==> config.mk <==
export PLATFORM = sky130hd
export DESIGN_NAME = wb_stage_flat
export DESIGN_NICKNAME = d
export VERILOG_FILES = /design/src/rtl/wb_pkg.sv /design/src/rtl/wb_stage_if.sv /design/src/rtl/load_align.sv /design/src/rtl/wb_stage.sv /design/src/flat_wrapper.sv
export SDC_FILE = /design/constraint.sdc
export NUM_CORES = 1
export LEC_CHECK = 0
export CORE_MARGIN = 10
export CORE_UTILIZATION = 53
export CTS_CLUSTER_SIZE = 24
export DETAILED_ROUTE_END_ITERATION = 16
export GPL_ROUTABILITY_DRIVEN = 0
export PLACE_DENSITY = 0.83
export SLEW_MARGIN = 40
export SYNTH_ARGS = -nofsm -noshare
export SYNTH_HDL_FRONTEND = slang
export SYNTH_HIERARCHICAL = 1
export SYNTH_SLANG_ARGS = --single-unit
==> constraint.sdc <==
create_clock -name clk -period 29.3 [get_ports clk]
set_clock_uncertainty 0.1 [all_clocks]
set_input_delay 8.79 -clock clk [delete_from_list [all_inputs] [get_ports clk]]
set_output_delay 8.79 -clock clk [all_outputs]
set_load 0.005 [all_outputs]
==> src/rtl/wb_pkg.sv <==
// Shared types for the writeback stage: load sizes and the buffered commit entry.
package wb_pkg;

  localparam int unsigned XLEN = 64;

  typedef enum logic [1:0] {
    LS_B = 2'd0,
    LS_H = 2'd1,
    LS_W = 2'd2,
    LS_D = 2'd3
  } load_size_e;

  typedef struct packed {
    logic [XLEN-1:0] pc;
    logic [31:0]     inst;
    logic [4:0]      rd;
    logic            wen;
    logic [XLEN-1:0] result;
  } wb_entry_t;

endpackage

==> src/rtl/wb_stage_if.sv <==
// Memory-stage handshake plus register-file write / commit trace signals of the writeback stage.
interface wb_stage_if;
  import wb_pkg::*;

  logic            in_valid;
  logic            in_ready;
  logic [XLEN-1:0] in_pc;
  logic [31:0]     in_inst;
  logic [4:0]      in_rd;
  logic            in_wen;
  logic            in_is_load;
  logic [1:0]      in_load_size;
  logic            in_load_unsigned;
  logic [2:0]      in_addr_lo;
  logic [XLEN-1:0] in_alu_result;
  logic [XLEN-1:0] in_mem_rdata;
  logic            wb_stall;
  logic            we;
  logic [4:0]      waddr;
  logic [XLEN-1:0] wdata;
  logic [XLEN-1:0] debug_wb_pc;
  logic [31:0]     debug_wb_inst;
  logic            commit_valid;
  logic [XLEN-1:0] instret;

  modport master (
    output in_valid, in_pc, in_inst, in_rd, in_wen, in_is_load, in_load_size,
           in_load_unsigned, in_addr_lo, in_alu_result, in_mem_rdata, wb_stall,
    input  in_ready, we, waddr, wdata, debug_wb_pc, debug_wb_inst, commit_valid, instret
  );

  modport slave (
    input  in_valid, in_pc, in_inst, in_rd, in_wen, in_is_load, in_load_size,
           in_load_unsigned, in_addr_lo, in_alu_result, in_mem_rdata, wb_stall,
    output in_ready, we, waddr, wdata, debug_wb_pc, debug_wb_inst, commit_valid, instret
  );

endinterface

==> src/rtl/load_align.sv <==
// Selects the addressed lane of a loaded doubleword and sign/zero-extends it to XLEN.
module load_align
  import wb_pkg::*;
(
  input  logic [XLEN-1:0] rdata_i,
  input  logic [2:0]      addr_lo_i,
  input  load_size_e      size_i,
  input  logic            uns_i,
  output logic [XLEN-1:0] result_o
);

  logic [XLEN-1:0] lane;
  logic            sx;

  assign sx = ~uns_i;

  always_comb begin
    lane     = rdata_i;
    result_o = rdata_i;
    unique case (size_i)
      LS_B: begin
        lane     = rdata_i >> {addr_lo_i, 3'b000};
        result_o = {{56{sx & lane[7]}}, lane[7:0]};
      end
      // Sub-lane address bits below the access size are ignored.
      LS_H: begin
        lane     = rdata_i >> {addr_lo_i[2:1], 4'b0000};
        result_o = {{48{sx & lane[15]}}, lane[15:0]};
      end
      LS_W: begin
        lane     = rdata_i >> {addr_lo_i[2], 5'b00000};
        result_o = {{32{sx & lane[31]}}, lane[31:0]};
      end
      LS_D: result_o = rdata_i;
      default: result_o = rdata_i;
    endcase
  end

endmodule

==> src/rtl/wb_stage.sv <==
// In-order writeback stage: 2-entry skid FIFO with empty-bypass, registered regfile write
// port and commit trace, retired-instruction counter.
module wb_stage
  import wb_pkg::*;
#(
  parameter int unsigned XLEN       = wb_pkg::XLEN,
  parameter int unsigned FIFO_DEPTH = 2
) (
  input logic      clk,
  input logic      rst,
  wb_stage_if.slave bus
);

  wb_entry_t       mem_q [2];
  logic            rd_ptr_q, rd_ptr_d, wr_ptr_q, wr_ptr_d;
  logic [1:0]      cnt_q, cnt_d;
  logic            full, empty, accept, commit, push, pop;
  logic [XLEN-1:0] ld_res;
  wb_entry_t       new_entry, head;

  logic            we_q, we_d, cv_q, cv_d;
  logic [4:0]      waddr_q, waddr_d;
  logic [XLEN-1:0] wdata_q, wdata_d, pc_q, pc_d, instret_q, instret_d;
  logic [31:0]     inst_q, inst_d;

  assign full         = (cnt_q == 2'(FIFO_DEPTH));
  assign empty        = (cnt_q == 2'd0);
  assign bus.in_ready = ~full;
  assign accept       = bus.in_valid & ~full;

  load_align u_load_align (
    .rdata_i  (bus.in_mem_rdata),
    .addr_lo_i(bus.in_addr_lo),
    .size_i   (load_size_e'(bus.in_load_size)),
    .uns_i    (bus.in_load_unsigned),
    .result_o (ld_res)
  );

  always_comb begin
    new_entry        = '0;
    new_entry.pc     = bus.in_pc;
    new_entry.inst   = bus.in_inst;
    new_entry.rd     = bus.in_rd;
    new_entry.wen    = bus.in_wen;
    new_entry.result = bus.in_is_load ? ld_res : bus.in_alu_result;
  end

  assign head   = empty ? new_entry : mem_q[rd_ptr_q];
  assign commit = ~bus.wb_stall & (~empty | accept);
  // A bypassed instruction commits straight from the input and never enters the FIFO.
  assign push   = accept & ~(empty & commit);
  assign pop    = commit & ~empty;

  always_comb begin
    cnt_d     = cnt_q + 2'(push) - 2'(pop);
    wr_ptr_d  = wr_ptr_q ^ push;
    rd_ptr_d  = rd_ptr_q ^ pop;
    we_d      = commit & head.wen & (head.rd != 5'd0);
    cv_d      = commit;
    waddr_d   = waddr_q;
    wdata_d   = wdata_q;
    pc_d      = pc_q;
    inst_d    = inst_q;
    instret_d = instret_q;
    if (commit) begin
      waddr_d   = head.rd;
      wdata_d   = head.result;
      pc_d      = head.pc;
      inst_d    = head.inst;
      instret_d = instret_q + 64'd1;
    end
  end

  always_ff @(posedge clk or posedge rst) begin
    if (rst) begin
      mem_q[0]  <= '0;
      mem_q[1]  <= '0;
      rd_ptr_q  <= 1'b0;
      wr_ptr_q  <= 1'b0;
      cnt_q     <= 2'd0;
      we_q      <= 1'b0;
      cv_q      <= 1'b0;
      waddr_q   <= '0;
      wdata_q   <= '0;
      pc_q      <= '0;
      inst_q    <= '0;
      instret_q <= '0;
    end else begin
      if (push) mem_q[wr_ptr_q] <= new_entry;
      rd_ptr_q  <= rd_ptr_d;
      wr_ptr_q  <= wr_ptr_d;
      cnt_q     <= cnt_d;
      we_q      <= we_d;
      cv_q      <= cv_d;
      waddr_q   <= waddr_d;
      wdata_q   <= wdata_d;
      pc_q      <= pc_d;
      inst_q    <= inst_d;
      instret_q <= instret_d;
    end
  end

  assign bus.we            = we_q;
  assign bus.commit_valid  = cv_q;
  assign bus.waddr         = waddr_q;
  assign bus.wdata         = wdata_q;
  assign bus.debug_wb_pc   = pc_q;
  assign bus.debug_wb_inst = inst_q;
  assign bus.instret       = instret_q;

endmodule
==> src/flat_wrapper.sv <==
// flat-port wrapper written by rule: the top's interface ports become plain ports
module wb_stage_flat import wb_pkg::*;
#(
  parameter int unsigned XLEN       = wb_pkg::XLEN,
  parameter int unsigned FIFO_DEPTH = 2
)
  (clk, rst, bus_in_valid, bus_in_pc, bus_in_inst, bus_in_rd, bus_in_wen, bus_in_is_load, bus_in_load_size, bus_in_load_unsigned, bus_in_addr_lo, bus_in_alu_result, bus_in_mem_rdata, bus_wb_stall, bus_in_ready, bus_we, bus_waddr, bus_wdata, bus_debug_wb_pc, bus_debug_wb_inst, bus_commit_valid, bus_instret);
  wb_stage_if bus_i ();
  input logic clk;
  input logic rst;
  input wire logic [$bits(bus_i.in_valid)-1:0] bus_in_valid;
  input wire logic [$bits(bus_i.in_pc)-1:0] bus_in_pc;
  input wire logic [$bits(bus_i.in_inst)-1:0] bus_in_inst;
  input wire logic [$bits(bus_i.in_rd)-1:0] bus_in_rd;
  input wire logic [$bits(bus_i.in_wen)-1:0] bus_in_wen;
  input wire logic [$bits(bus_i.in_is_load)-1:0] bus_in_is_load;
  input wire logic [$bits(bus_i.in_load_size)-1:0] bus_in_load_size;
  input wire logic [$bits(bus_i.in_load_unsigned)-1:0] bus_in_load_unsigned;
  input wire logic [$bits(bus_i.in_addr_lo)-1:0] bus_in_addr_lo;
  input wire logic [$bits(bus_i.in_alu_result)-1:0] bus_in_alu_result;
  input wire logic [$bits(bus_i.in_mem_rdata)-1:0] bus_in_mem_rdata;
  input wire logic [$bits(bus_i.wb_stall)-1:0] bus_wb_stall;
  output wire logic [$bits(bus_i.in_ready)-1:0] bus_in_ready;
  output wire logic [$bits(bus_i.we)-1:0] bus_we;
  output wire logic [$bits(bus_i.waddr)-1:0] bus_waddr;
  output wire logic [$bits(bus_i.wdata)-1:0] bus_wdata;
  output wire logic [$bits(bus_i.debug_wb_pc)-1:0] bus_debug_wb_pc;
  output wire logic [$bits(bus_i.debug_wb_inst)-1:0] bus_debug_wb_inst;
  output wire logic [$bits(bus_i.commit_valid)-1:0] bus_commit_valid;
  output wire logic [$bits(bus_i.instret)-1:0] bus_instret;
  assign bus_i.in_valid = bus_in_valid;
  assign bus_i.in_pc = bus_in_pc;
  assign bus_i.in_inst = bus_in_inst;
  assign bus_i.in_rd = bus_in_rd;
  assign bus_i.in_wen = bus_in_wen;
  assign bus_i.in_is_load = bus_in_is_load;
  assign bus_i.in_load_size = bus_in_load_size;
  assign bus_i.in_load_unsigned = bus_in_load_unsigned;
  assign bus_i.in_addr_lo = bus_in_addr_lo;
  assign bus_i.in_alu_result = bus_in_alu_result;
  assign bus_i.in_mem_rdata = bus_in_mem_rdata;
  assign bus_i.wb_stall = bus_wb_stall;
  assign bus_in_ready = bus_i.in_ready;
  assign bus_we = bus_i.we;
  assign bus_waddr = bus_i.waddr;
  assign bus_wdata = bus_i.wdata;
  assign bus_debug_wb_pc = bus_i.debug_wb_pc;
  assign bus_debug_wb_inst = bus_i.debug_wb_inst;
  assign bus_commit_valid = bus_i.commit_valid;
  assign bus_instret = bus_i.instret;
  wb_stage #(.XLEN(XLEN), .FIFO_DEPTH(FIFO_DEPTH)) u_core (.clk(clk), .rst(rst), .bus(bus_i));
endmodule
**Word-level counts from Yosys, hierarchy flattened**

Index checks and enable logic that the tools add are counted.
Widths: inputs -> output; s select.

- Add/sub/neg operators: 3
- Magnitude comparators: 3
- Equal/unequal tests: 4
- Shifts and indexed selects: 3
- Mux-type cells: 9
- Bitwise operators: 20
- Reductions and logical operators: 4

Operators with widths:

| operator | count |
|---|---|
| $mux 166 | 5 |
| $bwmux 332 | 1 |
| $pmux 64 s4 | 1 |
| $demux 166 s1 | 1 |
| $add 64x1->64 const B | 1 |
| $mux 64 | 1 |
| $shr 64x6->16 | 1 |
| $shr 64x6->32 | 1 |
| $shr 64x6->8 | 1 |
| $and 1x1->1 | 10 |
| $eq 2x2->1 const B | 3 |
| $not 1->1 | 5 |
| $reduce_bool 5->1 | 1 |
| $ge 2x2->1 const B | 2 |
| $logic_not 2->1 | 2 |
| $not 1->2 | 2 |
| $add 2x1->2 | 1 |
| $eq 2x1->1 const B | 1 |
| $lt 2x1->1 const B | 1 |
| $sub 2x1->2 | 1 |
| $xor 1x1->1 | 2 |
| $logic_and 1x1->1 | 1 |
| $or 1x1->1 | 1 |

- Flip-flop bits (word level): 567
- Input port bits: 241
- Output and inout bits: 232
- Word-level logic and storage cells: 66

**Logic depth before layout (Yosys ltp)**

Gate-level depths: netlist (run 1).

- Word-level depth: 10
- Gate-level depth with buffers: 11
- Mapped depth without buffers: 9

**Modules after synthesis**

Netlist (run 1), hierarchy kept.

Modules (own cells, without submodules):

| module | instances | cells an instance | area each (µm²) | sequential area each (µm²) |
|---|---|---|---|---|
| wb_stage | 1 | 1982 | 24257.0 | 14188.6 |
| load_align | 1 | 228 | 1863.0 | 0.0 |

**Least setup slack after synthesis (run 1)**

Ideal clock, no wire load.

- Path type: input -> register
- Start: input bus_wb_stall
- End: register u_core/mem_q[100] (netlist name)
- Setup time: 125 ps
- Arrival: 10647 ps
- Data required time: 29075 ps
- Path slack: 18428 ps
- Stages: 8
- Path buffers: 4
- Cells stage by stage: nand3b_1 > clkbuf_1 > and3_1 > ha_1 > clkbuf_1 > clkbuf_1 > clkbuf_1 > mux2_2

- Word-level cells in the longest chain between the ends: 5

RTL lines:

| element | line | source |
|---|---|---|
| from (decl) | flat_wrapper.sv:22 | `input wire logic [$bits(bus_i.wb_stall)-1:0] bus_wb_stall;` |
| $not 1->1 | wb_stage.sv:49 | `assign commit = ~bus.wb_stall & (~empty \| accept);` |
| $and 1x1->1 | wb_stage.sv:49 |  |
| $and 1x1->1 | wb_stage.sv:51 | `assign push = accept & ~(empty & commit);` |
| $not 1->1 | wb_stage.sv:51 |  |
| $and 1x1->1 | wb_stage.sv:51 |  |
| to (signal, indexed assignment) | wb_stage.sv:89 | `if (push) mem_q[wr_ptr_q] <= new_entry;` |
| to (decl) | wb_stage.sv:14 | `wb_entry_t mem_q [2];` |

Every way passes these cells.
A chain may end at the register's enable or synchronous reset.

**Final worst setup path (run 1)**

- Start: input bus_in_addr_lo[2]
- End: register u_core.wdata_q[26] (netlist: u_core/bus.wdata[26])

- Word-level cells in the longest chain between the ends: 5
- Elaborated cells between the ends (all ways): 8
- Classes of those cells: shift: 3; mux: 3; bitwise: 2

RTL lines:

| element | line | source |
|---|---|---|
| from (decl) | flat_wrapper.sv:19 | `input wire logic [$bits(bus_i.in_addr_lo)-1:0] bus_in_addr_lo;` |
| $shr 64x6->16 / $shr 64x6->8 (equally long branches) | load_align.sv:27, load_align.sv:22 |  |
| $and 1x1->1 (on tied branches) | load_align.sv:28, load_align.sv:23 |  |
| $pmux 64 s4 * | load_align.sv:20 | `unique case (size_i)` |
| via u_core.ld_res[26] | wb_stage.sv:18 | `logic [XLEN-1:0] ld_res;` |
| $mux 64 * | wb_stage.sv:45 | `new_entry.result = bus.in_is_load ? ld_res : bus.in_alu_result;` |
| $mux 166 * | wb_stage.sv:48 | `assign head = empty ? new_entry : mem_q[rd_ptr_q];` |
| to (signal assigned) | wb_stage.sv:96 | `wdata_q <= wdata_d;` |
| to (decl) | wb_stage.sv:23 | `logic [XLEN-1:0] wdata_q, wdata_d, pc_q, pc_d, instret_q, instret_d;` |

Mark *: on every way through the listed nets, which the timed path passes. The rest lies on a longest branch.

==> results.py, run 1 <==
metrics = {
    "synthesis": {
        "netlist_instances": 2210,
        "synth_fp_nets": 2456,
        "ys_warn_count": 6,
        "synth_top_area_cell": "dfrtp_1",
        "synth.top_cells.by_area": "dfrtp_1 (54%), mux2_2 (10%), mux2i_1 (9.2%)",
        "syn_area_um2": 26100,
        "synthArstFlopShare_pct": 100,
        "synth_area_per_cell_um2": 11.8,
        "yosysMostFrequentCell": "dfrtp_1",
        "netlist_top_cells_count": "dfrtp_1 (567), nor2_1 (266), mux2_2 (239), mux2i_1 (239), a21oi_1 (142)",
        "synth_top_area_share_pct": 54.3,
        "synth-main-ff-cell": "dfrtp_1",
        "synth_seq_area_share_pct": 54.3,
        "synth-seq-cells": 567,
        "synth_edf_count": 0,
        "synth_cell_types": 53,
    },
    "global_route": {
        "grt.total_usage_pct": 25.5,
        "grt_overflow": 0,
        "grt_max_degree": 166,
        "antenna_found_initial": 4,
        "grt_pass1_vias": 21000,
        "grt_pass1_wl_mm": 121,
    },
    "power": {
        "p_sw_share_pct": 32.7,
        "power.internal_w": 0.00230,
        "finalPower_w": 0.00342,
        "p_clk_share_pct": 23.0,
        "peakVddDrop_v": 0.0000671,
        "powerDensity_nw_per_um2": 102,
        "p_comb_share_pct": 36.6,
        "leakagePower_nw": 14.8,
        "p_sw_w": 0.00112,
        "pwr-share-seq_pct": 40.4,
    },
    "clock_network": {
        "cts_tree": "built",
        "cts_sinks": 567,
        "post-cts-setup-buffers": 0,
        "insertion_delay_ns": 0.61,
        "clock_tree.htree_level_count": 2,
        "ctsHoldBuffers": 0,
        "ctsResizeCount": 0,
        "clk_pin_slew_ns": 0.06,
        "cts_buffers": 56,
        "cts_buffer_depth": 3,
        "cts_root_buf": "clkbuf_16",
    },
    "routing": {
        "vias_per_cell": 6.07,
        "vias": 20100,
        "firstDrtPassIters": 7,
        "dr.first_iter.drc_count": 2160,
        "final_antenna_net_count": 0,
        "drc": 0,
        "post_drt_wl_per_cell_um": 23.4,
        "routed_wl_mm": 77.7,
    },
    "setup_path": {
        "cp-start-kind": "primary input",
        "crit_arrival_ns": 11.90,
        "crit_type": "in2reg",
        "critPathRequiredTime_ns": 29.63,
        "cp_max_fo": 30,
        "critPathCaptureType": "register",
    },
    "die": {
        "die_w_um": 242,
        "design.core.area_um2": 48800,
        "design.die.area_um2": 58600,
        "ioPinCount": 473,
        "die_y_um": 242,
        "fp-row-count": 81,
        "start_util_pct": 53.5,
    },
    "timing": {
        "max_clock_freq_mhz": 86.4,
        "slew_headroom_pct": 40.9,
        "tightestPinTransition_ns": 0.887,
        "finalSetupViolCount": 0,
        "post-route-period-util_pct": 39.5,
        "hold_viol_final": 0,
        "drv_slew": 0,
        "period_needed_ns": 11.57,
        "rsz0062_at_grt": "no",
        "setup-tns-final_ns": 0,
    },
    "min_path": {
        "hold_class": "reg2reg",
    },
    "final_layout": {
        "nNetsFinal": 2854,
        "drive_gt1_share_pct": 15.4,
        "syn2layout_area_growth_pct": 28.3,
        "fin_util_pct": 68.6,
        "nFillCells": 3454,
        "stdcell_count": 3321,
    },
    "place": {
        "hpwl_mm": 53.1,
        "port_buffers": 472,
        "dp.cells": 3212,
    },
    "job": {
        "cap_violations": 0,
    },
    "status": {
        "status": "finished, final reports clean",
    },
}
-- per-stage QoR --
| stage | cell area [um^2] | hold slack, ns | setup slack (ns) |
|---|---|---|---|
| final | 33500 | 0.365 | 17.73 |
| after floorplan | 26100 | 0.365 | 4.55 |
| after CTS | 33500 | 0.370 | 17.85 |
| after detailed placement | 31400 | 0.362 | 17.26 |
| after global routing | 33500 | 0.396 | 17.69 |
| after global placement | 31300 | 0.357 | 17.02 |
-- area by class of cell --
class | instances | area, um^2 | area share (%)
Sequential cell | 567 | 14200 | 42.3
Multi-Input combinational cell | 1463 | 11300 | 33.6
Timing Repair Buffer | 501 | 5110 | 15.2
Clock buffer | 74 | 1600 | 4.77
Tap cell | 664 | 831 | 2.48
Clock inverter | 31 | 439 | 1.31
Inverter | 19 | 83.8 | 0.250
Antenna cell | 2 | 5.00 | 0.0149
-- final timing paths --
path                                             start                endpoint  slack [ns]  depth (start not counted)
min in group asynchronous                          rst  u_core/bus.instret[35]        8.64                          2
max in group asynchronous                          rst       u_core/mem_q[219]       18.58                          4
worst max-delay path                 bus_in_addr_lo[2]    u_core/bus.wdata[26]       17.73                          8
worst min-delay path            u_core/bus.instret[63]  u_core/bus.instret[63]        0.36                          1
worst min register to register  u_core/bus.instret[63]  u_core/bus.instret[63]        0.36                          1
worst max register to register         u_core/cnt_q[0]       u_core/mem_q[246]       26.07                          7
-- state kept, by name (all words and copies together), names as in the netlist, 2 cells and up --
name	cells
u_core/bus.debug_wb_inst	32
u_core/bus.debug_wb_pc	64
u_core/bus.instret	64
u_core/bus.waddr	5
u_core/bus.wdata	64
u_core/cnt_q	2
u_core/mem_q	332
-- cell usage in the layout (no fill, tap or decap), types with 3 or more instances in the layout --
cell and n:
dfrtp_1 566, clkdlybuf4s50_1 471, nor2_1 265, mux2i_1 239
mux2_2 239, a21oi_1 142, nand2_1 139, a221o_1 96
o221ai_1 64, clkbuf_16 57, xor2_1 35, a21o_1 33
xnor2_1 31, nand3_1 25, nor3_1 23, inv_1 17
nand4_1 17, clkinv_2 15, mux4_2 15, a22o_1 14
clkbuf_8 12, o21ai_0 12, bufinv_16 10, buf_4 10
and3_1 10, buf_6 10, buf_12 7, a221oi_1 7
a2bb2oi_1 7, clkbuf_1 6, nor4_1 6, nor4_2 3
ha_1 3
-- kinds of logic (layout without fill, tap and decap cells) --
kind of cell	after synthesis	after routing	share of synthesized area, %
XOR/XNOR	66	66	2.21
AND/OR/NAND/NOR	515	515	8.71
other	0	2	0
buffers and inverters	180	625	2.75
AO/OA/AOI/OAI	384	384	11.0
flip-flops	567	567	54.3
multiplexers	493	493	20.8
adder cells (fa/ha/maj)	5	5	0.240
-- critical path: stages --
cell,delay [ns]
clkdlybuf4s50_1,0.46
buf_4,0.38
mux2_2,0.42
o221a_2,0.34
a21oi_2,0.68
nand2_1,0.11
mux2i_1,0.45
o221ai_1,0.23
-- power by group through the flow --
stage / Combinational [W] / Sequential, W / Clock (W)
floorplan: 0.000766 / 0.00132 / 0
global placement: 0.00118 / 0.00137 / 0
detailed placement: 0.00124 / 0.00138 / 0
CTS: 0.00125 / 0.00138 / 0.000798
global route: 0.00135 / 0.00142 / 0.000832
finish: 0.00125 / 0.00138 / 0.000785
-- per-layer routing --
metal,up-vias,part of all wire [%],GRT usage [%]
met3,170,7.8,5.53
li1,8814,-,-
met1,10200,40,33.0
met2,967,48,41.0
met4,4,3.9,11.1
met5,-,0.033,0
(Power assumes the default switching activity.)
==> run 2, diff against run 1 <==
- clock period: 29.3 -> 11.3 ns (I/O delays scaled with it)
==> run 2 against run 1 <==
Effect of this change:
- critical path depth unchanged
- sequential cell count unchanged
- first-iteration DRC count decreased by 2.4%
- worst setup slack got worse by 13 ns
- final area about the same
- global-route usage increased by 0.25 points
- core utilization increased by 0.067 points
- clock power increased to 2.7 times the previous value
- largest power group unchanged
==> results.py, run 2 (synthesis results as in run 1) <==
metrics = {
    "status": {
        "status": "finished, final reports clean",
    },
    "clock_network": {
        "ctsHoldBuffers": 0,
        "cts_root_buf": "clkbuf_16",
        "cts_buffers": 58,
        "insertion_delay_ns": 0.61,
        "post-cts-setup-buffers": 0,
        "clock_tree.htree_level_count": 2,
        "cts_sinks": 567,
        "cts_tree": "built",
        "clk_pin_slew_ns": 0.06,
        "ctsResizeCount": 0,
        "cts_buffer_depth": 3,
    },
    "final_layout": {
        "syn2layout_area_growth_pct": 28.5,
        "nNetsFinal": 2854,
        "area.sequential_um2": 14200,
        "drive_gt1_share_pct": 15.4,
        "layout_common_cells": "dfrtp_1 (566), clkdlybuf4s50_1 (471), nor2_1 (264)",
        "final_common_cell": "dfrtp_1",
        "largest_reg_flops": 332,
        "regMostFlops": "u_core/mem_q",
        "multiInputGateArea_um2": 11300,
        "nFillCells": 3424,
    },
    "setup_path": {
        "crit_buf_inv": 4,
        "cp-start-kind": "primary input",
        "reg2reg_to": "u_core/mem_q[84]",
        "crit_type": "in2reg",
        "cp_max_fo": 167,
        "critPathCaptureType": "register",
        "cp_slowest_cell": "clkdlybuf4s50_1",
        "ff2ff_setup_slack_ns": 7.61,
        "crit_arrival_ns": 6.84,
        "r2r-start": "u_core/cnt_q[1]",
        "cp_cell_sequence": "clkdlybuf4s50_1 -> nand3b_1 -> buf_4 -> and3_1 -> ha_4 -> buf_12 -> buf_12 -> mux2_2",
        "critPathRequiredTime_ns": 11.69,
        "reg2regPathDepth": 8,
        "path_common_cell": "buf_12",
        "max_stage_delay_ns": 0.61,
        "cp_top_family": "buffers and inverters",
    },
    "place": {
        "hpwl_mm": 52.9,
        "place_ws_ns": 3.96,
        "port_buffers": 472,
    },
    "timing": {
        "period_needed_ns": 6.45,
        "tightestPinTransition_ns": 0.864,
        "rsz0062_at_grt": "no",
        "drv_slew": 0,
        "max_clock_freq_mhz": 155,
        "slew_headroom_pct": 42.4,
        "finalSetupViolCount": 0,
        "setup-tns-final_ns": 0,
        "worst_slack_ns": 4.85,
        "hold_viol_final": 0,
        "post-route-period-util_pct": 57.1,
    },
    "min_path": {
        "min_path_cells": 1,
        "hold_class": "reg2reg",
        "worstHoldStart": "u_core/bus.instret[63]",
        "hold_end": "u_core/bus.instret[63]",
    },
    "routing": {
        "vias": 20100,
        "post_drt_wl_per_cell_um": 23.5,
        "routed_wl_mm": 78.2,
        "drc": 0,
        "vias_per_cell": 6.05,
        "dr.first_iter.drc_count": 2109,
        "firstDrtPassIters": 6,
        "final_antenna_net_count": 0,
    },
    "power": {
        "power.internal_w": 0.00600,
        "p_clk_share_pct": 23.5,
        "powerDensity_nw_per_um2": 265,
        "p_sw_share_pct": 32.6,
        "p_sw_w": 0.00290,
        "leakagePower_nw": 14.8,
        "pwr-share-seq_pct": 40.2,
        "p_comb_share_pct": 36.3,
        "peakVddDrop_v": 0.000154,
    },
    "die": {
        "die_w_um": 242,
        "fp-row-count": 81,
        "design.die.area_um2": 58600,
        "design.core.area_um2": 48800,
        "start_util_pct": 53.5,
        "die_y_um": 242,
        "ioPinCount": 473,
    },
    "global_route": {
        "grt.total_usage_pct": 25.8,
        "grt_overflow": 0,
        "grt_pass1_wl_mm": 122,
        "grt_max_degree": 168,
        "grt_pass1_vias": 20700,
        "antenna_found_initial": 7,
    },
    "job": {
        "cap_violations": 0,
    },
}
run 2: changes by cell type in the layout (fill, tap and decap cells not counted), moves of 3 or more:
cell / delta
clkbuf_1: +3
clkinv_2: -7
diode_2: +3
inv_6: +3
run 2: worst max-delay path by stage:
stage | startpoint | endpoint | slack [ns] | cells after the start
2_1_floorplan | rst | u_core/bus.commit_valid | 0.09 | 1
3_3_place_gp | bus_wb_stall | u_core/mem_q[266] | 3.76 | 7
3_5_place_dp | bus_wb_stall | u_core/mem_q[71] | 3.96 | 8
4_1_cts | bus_wb_stall | u_core/mem_q[84] | 4.61 | 8
5_1_grt | bus_wb_stall | u_core/mem_q[84] | 4.70 | 8
6_report | bus_wb_stall | u_core/mem_q[84] | 4.85 | 8
run 2: metal layers:
layer	share of wire (%)	wire, um	global-route usage [%]
met1	41	31700	33.8
met2	47	36900	40.4
met3	8.1	6340	6.11
met4	4.1	3230	11.4
met5	0.014	11	0
run 2: worst reg2reg max path, stage by stage, from the launching register on:
cell	delay, ns
dfrtp_1	0.48
nor2_2	0.18
nand3b_1	0.12
buf_4	0.40
and3_1	0.35
ha_4	0.47
buf_12	0.31
buf_12	0.61
mux2_2	0.55
run 2: area by class of cell:
type	instances	area share (%)
Clock buffer	82	5.07
Inverter	19	0.224
Multi-Input combinational cell	1463	33.6
Timing Repair Buffer	499	15.1
Clock inverter	26	1.25
Sequential cell	567	42.3
Tap cell	664	2.48
Antenna cell	5	0.0373
run 2: per-stage QoR:
stage	cells	power, W	utilization [%]	hold slack, ns	cell area, um^2
after floorplan	2210	0.00540	-	0.365	26100
after global placement	3207	0.00661	64.0	0.358	31300
after detailed placement	3211	0.00679	64.3	0.373	31400
after CTS	3319	0.00894	68.6	0.384	33500
after global routing	3323	0.00940	68.7	0.409	33600
final	3325	0.00890	68.7	0.379	33600
run 2: power groups by stage:
| stage | clock (W) | combinational (W) | sequential [W] |
|---|---|---|---|
| after floorplan | 0 | 0.00199 | 0.00341 |
| after global placement | 0 | 0.00309 | 0.00352 |
| after detailed placement | 0 | 0.00321 | 0.00358 |
| after CTS | 0.00212 | 0.00325 | 0.00357 |
| after global routing | 0.00222 | 0.00351 | 0.00367 |
| final | 0.00209 | 0.00323 | 0.00358 |
